$ cat config.mk
export PLATFORM = sky130hd
export DESIGN_NAME = hazard_ctrl_unit
export DESIGN_NICKNAME = d
export VERILOG_FILES = /design/src/rtl/hazard_pkg.sv /design/src/rtl/hazard_fwd_sel.sv /design/src/rtl/hazard_ctrl_unit.sv
export SDC_FILE = /design/constraint.sdc
export NUM_CORES = 1
export LEC_CHECK = 0
export ABC_AREA = 0
export CELL_PAD_IN_SITES_DETAIL_PLACEMENT = 1
export CELL_PAD_IN_SITES_GLOBAL_PLACEMENT = 2
export CORE_ASPECT_RATIO = 1.25
export CORE_UTILIZATION = 33
export CTS_CLUSTER_DIAMETER = 120
export CTS_CLUSTER_SIZE = 10
export DETAILED_ROUTE_END_ITERATION = 7
export DONT_BUFFER_PORTS = 1
export PLACE_DENSITY_LB_ADDON = 0.2
export SYNTH_ARGS = -nofsm -noshare
export SYNTH_HDL_FRONTEND = slang
export SYNTH_SLANG_ARGS = --single-unit
$ cat constraint.sdc
create_clock -name clk -period 2.4 [get_ports clk]
set_input_delay 0.36 -clock clk [delete_from_list [all_inputs] [get_ports clk]]
set_output_delay 0.36 -clock clk [all_outputs]
set_load 0.01 [all_outputs]
$ cat src/rtl/hazard_pkg.sv
// Shared definitions for the pipeline hazard controller.
//   state_e   : controller state (NORMAL, STALL)
//   WBSRC_DM  : write-back source code meaning "data memory" (a load)
//   FWD_*     : operand forwarding select encodings for EX
package hazard_pkg;
    typedef enum logic {
        NORMAL = 1'b0,
        STALL  = 1'b1
    } state_e;

    localparam logic [1:0] WBSRC_DM = 2'b01;

    localparam logic [1:0] FWD_RF = 2'b00;
    localparam logic [1:0] FWD_ME = 2'b01;
    localparam logic [1:0] FWD_WB = 2'b10;
endpackage

$ cat src/rtl/hazard_fwd_sel.sv
// Per-operand forwarding select for the EX stage.
//   i_rs      : source register read by the EX instruction
//   i_rd_me   : ME destination,  i_ruwr_me : ME writes the register file
//   i_rd_wb   : WB destination,  i_ruwr_wb : WB writes the register file
//   o_sel     : FWD_RF / FWD_ME / FWD_WB
// The younger producer (ME) wins over WB; x0 is hard-wired zero and never forwards.
module hazard_fwd_sel
    import hazard_pkg::*;
(
    input  logic [4:0] i_rs,
    input  logic [4:0] i_rd_me,
    input  logic       i_ruwr_me,
    input  logic [4:0] i_rd_wb,
    input  logic       i_ruwr_wb,
    output logic [1:0] o_sel
);
    always_comb begin
        o_sel = FWD_RF;
        if (i_rs != 5'd0) begin
            if (i_ruwr_me && (i_rd_me == i_rs))
                o_sel = FWD_ME;
            else if (i_ruwr_wb && (i_rd_wb == i_rs))
                o_sel = FWD_WB;
        end
    end
endmodule

$ cat src/rtl/hazard_ctrl_unit.sv
// Pipeline hazard controller: load-use bubbles, branch flush, EX operand
// forwarding selects and a saturating stall-cycle counter.
// Configuration macro: FWD_EN
//   defined   : EX forwarding selects are active
//   undefined : selects tied to FWD_RF; any RAW hazard between decode sources
//               and a writing EX/ME/WB destination stalls decode for the cycle
// Ports:
//   clk, rst              : clock, synchronous active-high reset
//   rs1_de, rs2_de        : decode sources
//   rs1_ex, rs2_ex        : execute sources
//   RD_*/RUWr_*           : destination / write-enable of EX, ME, WB
//   RUDataWrSrc_ex        : EX write-back source (WBSRC_DM = load)
//   BrTaken_ex            : branch resolved taken in EX
//   Stall_fe, Stall_de    : hold PC and IF/ID
//   Clr_fd                : flush IF/ID
//   Clr1, Clr2            : ID/EX bubble (load-use) / flush (branch)
//   FwdA_ex, FwdB_ex      : EX operand selects
//   stall_count           : cycles with Stall_fe=1, saturating
module hazard_ctrl_unit
    import hazard_pkg::*;
#(
    parameter int LOAD_STALL_CYCLES = 1,
    parameter int PERF_W            = 32
) (
    input  logic              clk,
    input  logic              rst,
    input  logic [4:0]        rs1_de,
    input  logic [4:0]        rs2_de,
    input  logic [4:0]        rs1_ex,
    input  logic [4:0]        rs2_ex,
    input  logic [4:0]        RD_ex,
    input  logic              RUWr_ex,
    input  logic [1:0]        RUDataWrSrc_ex,
    input  logic [4:0]        RD_me,
    input  logic              RUWr_me,
    input  logic [4:0]        RD_wb,
    input  logic              RUWr_wb,
    input  logic              BrTaken_ex,
    output logic              Stall_fe,
    output logic              Stall_de,
    output logic              Clr_fd,
    output logic              Clr1,
    output logic              Clr2,
    output logic [1:0]        FwdA_ex,
    output logic [1:0]        FwdB_ex,
    output logic [PERF_W-1:0] stall_count
);
`ifdef FWD_EN
    localparam bit FWD_ON = 1'b1;
`else
    localparam bit FWD_ON = 1'b0;
`endif

    // The first bubble is issued from NORMAL, so the counter covers the rest.
    localparam logic [3:0] CNT_INIT =
        (LOAD_STALL_CYCLES > 1) ? 4'(LOAD_STALL_CYCLES - 2) : 4'd0;

    state_e            r_state, w_state_nxt;
    logic [3:0]        r_cnt, w_cnt_nxt;
    logic [PERF_W-1:0] r_stall_count;
    logic              w_lu, w_raw, w_stall, w_flush;
    logic [1:0]        w_fwd_a, w_fwd_b;

    assign w_lu = RUWr_ex && (RUDataWrSrc_ex == WBSRC_DM) && (RD_ex != 5'd0) &&
                  ((RD_ex == rs1_de) || (RD_ex == rs2_de));

    // Only consulted without forwarding: any in-flight producer of a decode source.
    assign w_raw = !FWD_ON && (
        (RUWr_ex && (RD_ex != 5'd0) && ((RD_ex == rs1_de) || (RD_ex == rs2_de))) ||
        (RUWr_me && (RD_me != 5'd0) && ((RD_me == rs1_de) || (RD_me == rs2_de))) ||
        (RUWr_wb && (RD_wb != 5'd0) && ((RD_wb == rs1_de) || (RD_wb == rs2_de))));

    hazard_fwd_sel u_fwd_a (
        .i_rs(rs1_ex), .i_rd_me(RD_me), .i_ruwr_me(RUWr_me),
        .i_rd_wb(RD_wb), .i_ruwr_wb(RUWr_wb), .o_sel(w_fwd_a)
    );
    hazard_fwd_sel u_fwd_b (
        .i_rs(rs2_ex), .i_rd_me(RD_me), .i_ruwr_me(RUWr_me),
        .i_rd_wb(RD_wb), .i_ruwr_wb(RUWr_wb), .o_sel(w_fwd_b)
    );

    always_comb begin
        w_state_nxt = r_state;
        w_cnt_nxt   = r_cnt;
        w_stall     = 1'b0;
        w_flush     = 1'b0;
        if (!rst) begin
            case (r_state)
                NORMAL: begin
                    // Decode holds a wrong-path instruction when a branch is taken.
                    if (BrTaken_ex) begin
                        w_flush = 1'b1;
                    end else if (w_lu) begin
                        w_stall = 1'b1;
                        if (LOAD_STALL_CYCLES > 1) begin
                            w_state_nxt = STALL;
                            w_cnt_nxt   = CNT_INIT;
                        end
                    end else if (w_raw) begin
                        w_stall = 1'b1;
                    end
                end
                STALL: begin
                    if (BrTaken_ex) begin
                        w_flush     = 1'b1;
                        w_state_nxt = NORMAL;
                        w_cnt_nxt   = 4'd0;
                    end else begin
                        w_stall = 1'b1;
                        if (r_cnt == 4'd0)
                            w_state_nxt = NORMAL;
                        else
                            w_cnt_nxt = r_cnt - 4'd1;
                    end
                end
                default: w_state_nxt = NORMAL;
            endcase
        end
    end

    always_ff @(posedge clk) begin
        if (rst) begin
            r_state       <= NORMAL;
            r_cnt         <= 4'd0;
            r_stall_count <= '0;
        end else begin
            r_state <= w_state_nxt;
            r_cnt   <= w_cnt_nxt;
            if (w_stall && (r_stall_count != '1))
                r_stall_count <= r_stall_count + PERF_W'(1);
        end
    end

    always_comb begin
        Stall_fe    = w_stall;
        Stall_de    = w_stall;
        Clr1        = w_stall;
        Clr_fd      = w_flush;
        Clr2        = w_flush;
        FwdA_ex     = (rst || !FWD_ON) ? FWD_RF : w_fwd_a;
        FwdB_ex     = (rst || !FWD_ON) ? FWD_RF : w_fwd_b;
        stall_count = r_stall_count;
    end
endmodule
# [Word level (Yosys, flattened, before mapping)]
# Index checks and enable logic that the tools add are counted.
[totals] reg_bits=37 inputBits=43 elab_cells=47
[classes] add_sub_neg=2 n_eq_ne=9 muxes=11 bitwise_logic=1 reduce_logical=21
[op_table] cell="32-bit by 1-bit adder with 32-bit output (second input constant)" n=1
[op_table] cell="32-bit != test (second input constant)" n=1
[op_table] cell="5-bit equality test" n=6
[op_table] cell="5-bit nonzero test" n=3
[op_table] cell="1-bit logical AND" n=10
[op_table] cell="1-bit 2-to-1 mux" n=8
[op_table] cell="4-bit 2-to-1 mux" n=2
[op_table] cell="1-bit logical OR" n=5
[op_table] cell="4-bit logical NOT" n=1
[op_table] cell="4-bit by 1-bit subtractor with 4-bit output (second input constant)" n=1
[op_table] cell="3-bit OR reduction" n=1
[op_table] cell="2-bit by 1-bit equality test with 1-bit output (second input constant)" n=1
[op_table] cell="2-bit != test (second input constant)" n=1
[op_table] cell="1-bit case mux with 2 select lines" n=1
[op_table] cell="2-bit AND reduction" n=1
[op_table] cell="1-bit NOT" n=1

# [Logic depth before layout (Yosys ltp)]
# Gate-level depths: netlist of the first run.
[logic_depth] depth_word=11 mapped_depth=9 depth_no_buf=8

# [Worst setup path after synthesis of the first run]
# No wires, ideal clock.
[synth_path] kind="input-to-output" from="in RD_wb[1]" to="out Stall_de" arrival_ns=2.008 required_time_ns=2.040 path_slack_ns=0.032 cell_stages=8 n_path_buf=3 path_cell_list="or4_4 -> o21ai_2 -> o22ai_1 -> a311oi_4 -> buf_6 -> buf_8 -> nor2_1 -> buf_4"
[synth_between] elab_chain_len=9 word_cells_on_any_way=12
[synth_rtl] item="start, declared" line="hazard_ctrl_unit.sv:36" text="input logic [4:0] RD_wb,"
[synth_rtl] item="5-bit equality test or 5-bit nonzero test (tied branches)" line="hazard_ctrl_unit.sv:71" text="(RUWr_wb && (RD_wb != 5'd0) && ((RD_wb == rs1_de) || (RD_wb == rs2_de))));"
[synth_rtl] item="1-bit logical OR or 1-bit logical AND (tied branches)" line="hazard_ctrl_unit.sv:71"
[synth_rtl] item="1-bit logical AND *" line="hazard_ctrl_unit.sv:71"
[synth_rtl] item="1-bit logical OR *" line="hazard_ctrl_unit.sv:70" text="(RUWr_me && (RD_me != 5'd0) && ((RD_me == rs1_de) || (RD_me == rs2_de))) ||"
[synth_rtl] item="1-bit 2-to-1 mux *" line="hazard_ctrl_unit.sv:99" text="end else if (w_raw) begin"
[synth_rtl] item="1-bit 2-to-1 mux *" line="hazard_ctrl_unit.sv:93" text="end else if (w_lu) begin"
[synth_rtl] item="1-bit 2-to-1 mux *" line="hazard_ctrl_unit.sv:91" text="if (BrTaken_ex) begin"
[synth_rtl] item="1-bit case mux with 2 select lines *" line="hazard_ctrl_unit.sv:88" text="case (r_state)"
[synth_rtl] item="1-bit 2-to-1 mux *" line="hazard_ctrl_unit.sv:87" text="if (!rst) begin"
[synth_rtl] item="end, declared" line="hazard_ctrl_unit.sv:40" text="output logic Stall_de,"
# Mark *: on every way between the ends. The rest lies on a longest branch, timed or not.

# [Worst setup path after layout of the first run]
[layout_path] from="in RD_ex[1]" to="out Stall_de"
[layout_between] elab_chain_len=10 word_cells_on_any_way=15
[layout_rtl] item="start, declared" line="hazard_ctrl_unit.sv:31" text="input logic [4:0] RD_ex,"
[layout_rtl] item="5-bit equality test or 5-bit nonzero test (tied branches)" line="hazard_ctrl_unit.sv:65, hazard_ctrl_unit.sv:69, hazard_ctrl_unit.sv:64"
[layout_rtl] item="1-bit logical OR or 1-bit logical AND (tied branches)" line="hazard_ctrl_unit.sv:65, hazard_ctrl_unit.sv:69"
[layout_rtl] item="1-bit logical AND" line="hazard_ctrl_unit.sv:69" text="(RUWr_ex && (RD_ex != 5'd0) && ((RD_ex == rs1_de) || (RD_ex == rs2_de))) ||"
[layout_rtl] item="1-bit logical OR" line="hazard_ctrl_unit.sv:69"
[layout_rtl] item="1-bit logical OR" line="hazard_ctrl_unit.sv:70"
[layout_rtl] item="1-bit 2-to-1 mux" line="hazard_ctrl_unit.sv:99"
[layout_rtl] item="1-bit 2-to-1 mux *" line="hazard_ctrl_unit.sv:93"
[layout_rtl] item="1-bit 2-to-1 mux *" line="hazard_ctrl_unit.sv:91"
[layout_rtl] item="1-bit case mux with 2 select lines *" line="hazard_ctrl_unit.sv:88"
[layout_rtl] item="1-bit 2-to-1 mux *" line="hazard_ctrl_unit.sv:87"
# Marks and branches as above.

==> run summary, run 1 <==
=====================================================================================
Clock transition at the registers of the reported paths ................        80 ps
Seq/Total Area, Yosys ..................................................        0.289
Library cells used by synthesis ........................................           52
Final hold slack .......................................................       124 ps
GRT Total Usage ........................................................        0.177
Number of hold violations in the final report ..........................            0
Worst IR Drop VDD ......................................................       216 uV
Vert. Die Dim ..........................................................       101 um
Most used flip-flop cell after synthesis ...............................      dfxtp_1
Most used cells in the layout excluding fill and tap cells ............. 37 x dfxtp_1, 29 x nor2_1, 25 x xor2_1
Global-route wire length before repair .................................     11300 um
Number of synthesized flops with an enable pin .........................            0
Data required, critical path ...........................................      2040 ps
Share of Yosys cell area claimed by the top area cell type .............        0.289
I/O pin count ..........................................................           84
Skew-Pair Late Insertion Delay .........................................       290 ps
Placeable Area .........................................................  0.00744 mm2
Total setup violations reported at the end of the flow .................            0
Total wire length ......................................................      6770 um
H-tree level count .....................................................            2
Worst Setup Path Type ..................................................    in -> out
Maximum fanout count along the critical path ...........................           46
Gate count after technology mapping ....................................          302
Antenna violations before repair .......................................            0
Maximum number of pins on one net before global-route repair ...........           47
Static Leak ............................................................     0.939 nW
Final period util ......................................................        0.967
Number of maximum-capacitance constraint violations ....................            0
Max-slew violation count ...............................................            0
Full die area ..........................................................  0.00814 mm2
Total overflow reported by the global router ...........................            0
Worst Setup End Kind ................................................... primary output
Routed vias/inst .......................................................         5.62
Buffer levels on the longest clock path ................................            2
Root Buffer Master .....................................................     clkbuf_8
Reg-to-reg slack, setup ................................................       200 ps
Worst setup SP type ....................................................   input port
Antenna diode instance count ...........................................            0
IO Port Bufs ...........................................................            0
Most frequent standard cell in the layout excluding fill and tap cells .      dfxtp_1
Slew at the pin with the worst max-slew slack ..........................       587 ps
Share of cells above drive strength 1 ..................................        0.168
Placement row count ....................................................           35
Layout Nets ............................................................          354
Cell area after technology mapping .....................................  0.00257 mm2
Final weighted congestion in routability-driven placement ..............        0.740
Headroom to the max-slew limit .........................................        0.604
Flops & latches, synth .................................................           37
Effective utilization at floorplan .....................................        0.345
Via count of the first global-routing pass .............................         2256
Total number of vias ...................................................         2258
Residual DRC ...........................................................            0
Crit path time final ...................................................      2320 ps
Unrepaired setup endpoints after global routing ........................           no
FFs w/ async S/R, synth ................................................            0
Number of clock buffers inserted by TritonCTS ..........................            5
Post-Layout Inst Area ..................................................  0.00281 mm2
Power Dens Cells .......................................................   470 mW/mm2
TritonCTS clock tree ...................................................         done
Clock Sinks ............................................................           37
Cell taking the most area after synthesis ..............................      dfxtp_1
P&R area growth vs syn .................................................        9.51%
Worst-case clock skew ..................................................      10.5 ps
Syn Area/Cell ..........................................................     8.50 um2
Fill cell count ........................................................          907
Initial DRC Count ......................................................           42
Number of buffers inserted to repair setup after CTS ...................            0
Dpl cell area ..........................................................  0.00269 mm2
Dominant cells by area after synthesis ................................. dfxtp_1 29%, xor2_1 8.5%, nor2_1 4.2%
Outcome ................................................................ finished clean
Length of the first detailed-routing pass in iterations ................            4
Data arrival at the endpoint of the critical path ......................      1960 ps
Total Neg Setup Slack ..................................................         0 ps
HPWL Detailed ..........................................................      5030 um
Post-DRT Antenna Nets ..................................................            0
Maximum frequency from static timing analysis ..........................    0.431 GHz
Worst hold path class ..................................................    in -> reg
Warnings, synthesis ....................................................            0
Average wire per cell in the routed design .............................      16.8 um
Floorplan die width ....................................................      80.9 um
=====================================================================================
==> where the power goes <==
part	switching, mW	total (mW)	internal, mW
Sequential	0.000470	0.614	0.614
Combinational	0.0755	0.129	0.0533
Clock	0.238	0.578	0.339
==> repair_timing <==
action                     4_1_cts  5_1_grt
resized for setup                0        1
hold buffers                     0        0
setup endpoints to repair        0        1
==> synthesized netlist by cell type, drive strengths merged (2+ instances only) <==
master  count
mux2       12
and3        2
clkbuf      6
nand3      18
a22oi       2
o31a        2
nor2b      13
o21ai       6
nor4        8
nand2      18
xnor2       7
inv         9
xor2       25
nor2       29
o21a        2
and4        3
dfxtp      37
ha          2
or4        14
o31ai      12
nor3b       3
buf        15
a21oi      17
or3         2
nand4       6
nor3       16
or2         2
o311ai      4
o41ai       3
==> sequential cells by signal, indices dropped and copies added (netlist names) <==
register,flops
stall_count,32
r_cnt,4
r_state,1
==> worst paths after layout <==
| kind | from | to | cells past startpoint |
|---|---|---|---|
| worst min-delay path | rst | stall_count[0] | 1 |
| worst max register to register | stall_count[16] | stall_count[24] | 6 |
| worst min register to register | r_cnt[2] | r_cnt[2] | 2 |
| worst max-delay path | RD_ex[1] | Stall_de | 7 |
==> worst max-delay path, cell delays in order <==
cell and delay (ps):
or4_1 520, o21ai_1 160, o22ai_1 140, a311oi_4 270, buf_12 270, nor2_1 60
buf_4 170
==> routing by layer <==
metal | part of all wire | track usage
met1 | 0.43 | 0.214
met2 | 0.49 | 0.292
met3 | 0.064 | 0.0552
met4 | 0.016 | 0.0646
met5 | 0 | 0
==> logic make-up after synthesis <==
kind of cell    after synthesis  synth area share
flops                        37             0.289
buf+inv                      30            0.0726
xor+xnor                     32             0.109
mux                          13            0.0668
other cells                   1           0.00146
compound gates               51             0.145
fa+ha+maj                     2           0.00975
simple gates                136             0.307
==> metrics by stage <==
stage | util | std cells | power [mW] | worst slack (ps)
final | 0.377 | 402 | 1.32 | 80.3
after global routing | 0.377 | 402 | 1.39 | 7.62
after CTS | 0.377 | 402 | 1.34 | 64.9
after detailed placement | 0.361 | 394 | 0.759 | 65.0
after global placement | 0.361 | 394 | 0.755 | 81.3
after floorplan | - | 305 | 0.758 | 31.9
==> cell type report <==
cell class              instances  area (um2)  share of cell area
repair buffers                 18         148              0.0525
well taps                      92         115              0.0410
multi-input cells             238        1660               0.589
inverters                       9        33.8              0.0120
clock inverters                 1        30.0              0.0107
clock buffers                   7        86.3              0.0307
flip-flops and latches         37         741               0.264
Power figures use the tool's default switching activity.
==> run 2: changes to the inputs <==
--- a/config.mk
+++ b/config.mk
@@ -15,6 +15,7 @@
 export DETAILED_ROUTE_END_ITERATION = 7
 export DONT_BUFFER_PORTS = 1
 export PLACE_DENSITY_LB_ADDON = 0.2
+export SETUP_SLACK_MARGIN = 0.1
 export SYNTH_ARGS = -nofsm -noshare
 export SYNTH_HDL_FRONTEND = slang
 export SYNTH_SLANG_ARGS = --single-unit
==> run summary, run 2 (same netlist as run 1, synthesis figures left out) <==
=====================================================================================
Outcome ................................................................ finished clean   unchanged
IO Port Bufs ...........................................................            0   unchanged
Slowest stage cell, crit path ..........................................        or4_4   was or4_1
Maximum fanout count along the critical path ...........................           23   was 46
H-tree level count .....................................................            2   unchanged
Via count of the first global-routing pass .............................         2295   was 2256
Placed insts ...........................................................          394   unchanged
Global-route wire length before repair .................................     10600 um   was 11300 um
Worst-case clock skew ..................................................      8.57 ps   was 10.5 ps
Number of buffers inserted to repair setup after CTS ...................            0   unchanged
Worst hold path class ..................................................    in -> reg   unchanged
HPWL Detailed ..........................................................      5040 um   was 5030 um
Clock Sinks ............................................................           37   unchanged
Maximum frequency from static timing analysis ..........................    0.458 GHz   was 0.431 GHz
Total overflow reported by the global router ...........................            0   unchanged
I/O pin count ..........................................................           84   unchanged
Static Leak ............................................................     0.932 nW   was 0.939 nW
Routed vias/inst .......................................................         5.53   was 5.62
GRT Total Usage ........................................................        0.168   was 0.177
Final cell count without fillers .......................................          402   unchanged
P&R area growth vs syn .................................................        9.17%   was 9.51%
Number of maximum-capacitance constraint violations ....................            0   unchanged
Total Power Consumption ................................................      1.18 mW   was 1.32 mW
Total wire length ......................................................      6440 um   was 6770 um
Total Neg Setup Slack ..................................................         0 ps   unchanged
Layout Nets ............................................................          354   unchanged
Floorplan die width ....................................................      80.9 um   unchanged
Data arrival at the endpoint of the critical path ......................      1820 ps   was 1960 ps
Average wire per cell in the routed design .............................      16.0 um   was 16.8 um
Post-DRT Antenna Nets ..................................................            0   unchanged
Delay of the slowest critical-path stage ...............................       510 ps   was 520 ps
Worst slack after detailed placement ...................................       135 ps   was 65.0 ps
Clock transition at the registers of the reported paths ................        80 ps   about the same
Headroom to the max-slew limit .........................................        0.613   was 0.604
Worst Setup Path Type ..................................................    in -> out   unchanged
Number of hold violations in the final report ..........................            0   unchanged
Residual DRC ...........................................................            0   unchanged
Final setup slack of the worst path ....................................       218 ps   was 80.3 ps
Flip-flop count of the largest register after layout ...................           32   unchanged
Worst IR Drop VDD ......................................................       204 uV   was 216 uV
Buffer levels on the longest clock path ................................            2   unchanged
Total number of vias ...................................................         2222   was 2258
Total setup violations reported at the end of the flow .................            0   unchanged
Unrepaired setup endpoints after global routing ........................           no   unchanged
Slew at the pin with the worst max-slew slack ..........................       574 ps   was 587 ps
Final period util ......................................................        0.909   was 0.967
Crit path time final ...................................................      2180 ps   was 2320 ps
TritonCTS clock tree ...................................................         done   unchanged
Hold path startpoint ...................................................          rst   unchanged
Max-slew violation count ...............................................            0   unchanged
Full die area ..........................................................  0.00814 mm2   unchanged
Maximum number of pins on one net before global-route repair ...........           42   was 47
Share of cells above drive strength 1 ..................................        0.177   was 0.168
Most frequent standard cell in the layout excluding fill and tap cells .      dfxtp_1   unchanged
Placeable Area .........................................................  0.00744 mm2   unchanged
Vert. Die Dim ..........................................................       101 um   unchanged
Worst Setup End Kind ................................................... primary output   unchanged
Worst setup SP type ....................................................   input port   unchanged
Data required, critical path ...........................................      2040 ps   about the same
Most used cells in the layout excluding fill and tap cells ............. 37 x dfxtp_1, 28 x nor2_1, 25 x xor2_1, 17 x nand3_1, 17 x nand2_1   was 37 x dfxtp_1, 29 x nor2_1, 25 x xor2_1
Worst setup path startpoint ............................................     RD_wb[1]   was RD_ex[1]
Effective utilization at floorplan .....................................        0.345   unchanged
Antenna violations before repair .......................................            0   unchanged
Layout Utilization .....................................................        0.376   was 0.377
Skew-Pair Late Insertion Delay .........................................       290 ps   about the same
Fill cell count ........................................................          926   was 907
Antenna diode instance count ...........................................            0   unchanged
R2r startpoint ......................................................... stall_count[3]   was stall_count[16]
Root Buffer Master .....................................................     clkbuf_8   unchanged
Number of clock buffers inserted by TritonCTS ..........................            5   unchanged
Final weighted congestion in routability-driven placement ..............        0.711   was 0.740
Length of the first detailed-routing pass in iterations ................            4   unchanged
Placement row count ....................................................           35   unchanged
Initial DRC Count ......................................................           34   was 42
Power Dens Cells .......................................................   421 mW/mm2   was 470 mW/mm2
Cell chain of the critical path ........................................ or4_4 -> o21ai_2 -> o22ai_2 -> a311oi_4 -> buf_12 -> nor2_4   was or4_1 -> o21ai_1 -> o22ai_1 -> a311oi_4 -> buf_12 -> nor2_1 -> buf_4
=====================================================================================
## run 2: critical path: cells and delay by family
kind | cells | cell delay [ps]
buffers and inverters | 1 | 220
AOI/OAI and AO/OA | 3 | 620
and+or+nand+nor | 2 | 590
## run 2: routing by layer
layer	vias to the layer above	routed length [um]	GRT usage
met2	49	3270	0.307
met3	5	395	0.0452
met4	0	59	0.0412
li1	1104	-	-
met1	1064	2720	0.189
met5	-	0	0
## run 2: final timing paths
kind | endpoint | slack (ps) | cells past startpoint
max | Clr1 | 220 | 6
min | stall_count[19] | 120 | 1
max reg2reg | stall_count[29] | 240 | 7
min reg2reg | r_cnt[1] | 530 | 2
## run 2: power breakdown
group / switching (mW) / total (mW) / leakage, nW / internal, mW
combinational: 0.0764 / 0.134 / 0.590 / 0.0578
clock: 0.231 / 0.431 / 0.0439 / 0.201
sequential: 0.000367 / 0.614 / 0.298 / 0.614
## run 2: what timing repair did
action / 4_1_cts / 5_1_grt
endpoints found under the hold margin: 0 / 0
hold buffers: 0 / 0
endpoints found under the setup margin: 0 / 5
gates resized for setup: 0 / 1
## run 2: area by class of cell
type	instances	area (um2)	share of cell area
clock buffers	5	68.8	0.0246
well taps	92	115	0.0411
clock inverters	3	17.5	0.00625
inverters	9	33.8	0.0121
flip-flops and latches	37	741	0.264
repair buffers	18	160	0.0572
multi-input cells	238	1670	0.594
## run 2: metrics by stage
step | hold slack (ps) | area, um2
final | 124 | 2800
after global placement | 430 | 2710
after detailed placement | 430 | 2710
after floorplan | 471 | 2590
after CTS | 110 | 2800
after global routing | 104 | 2800
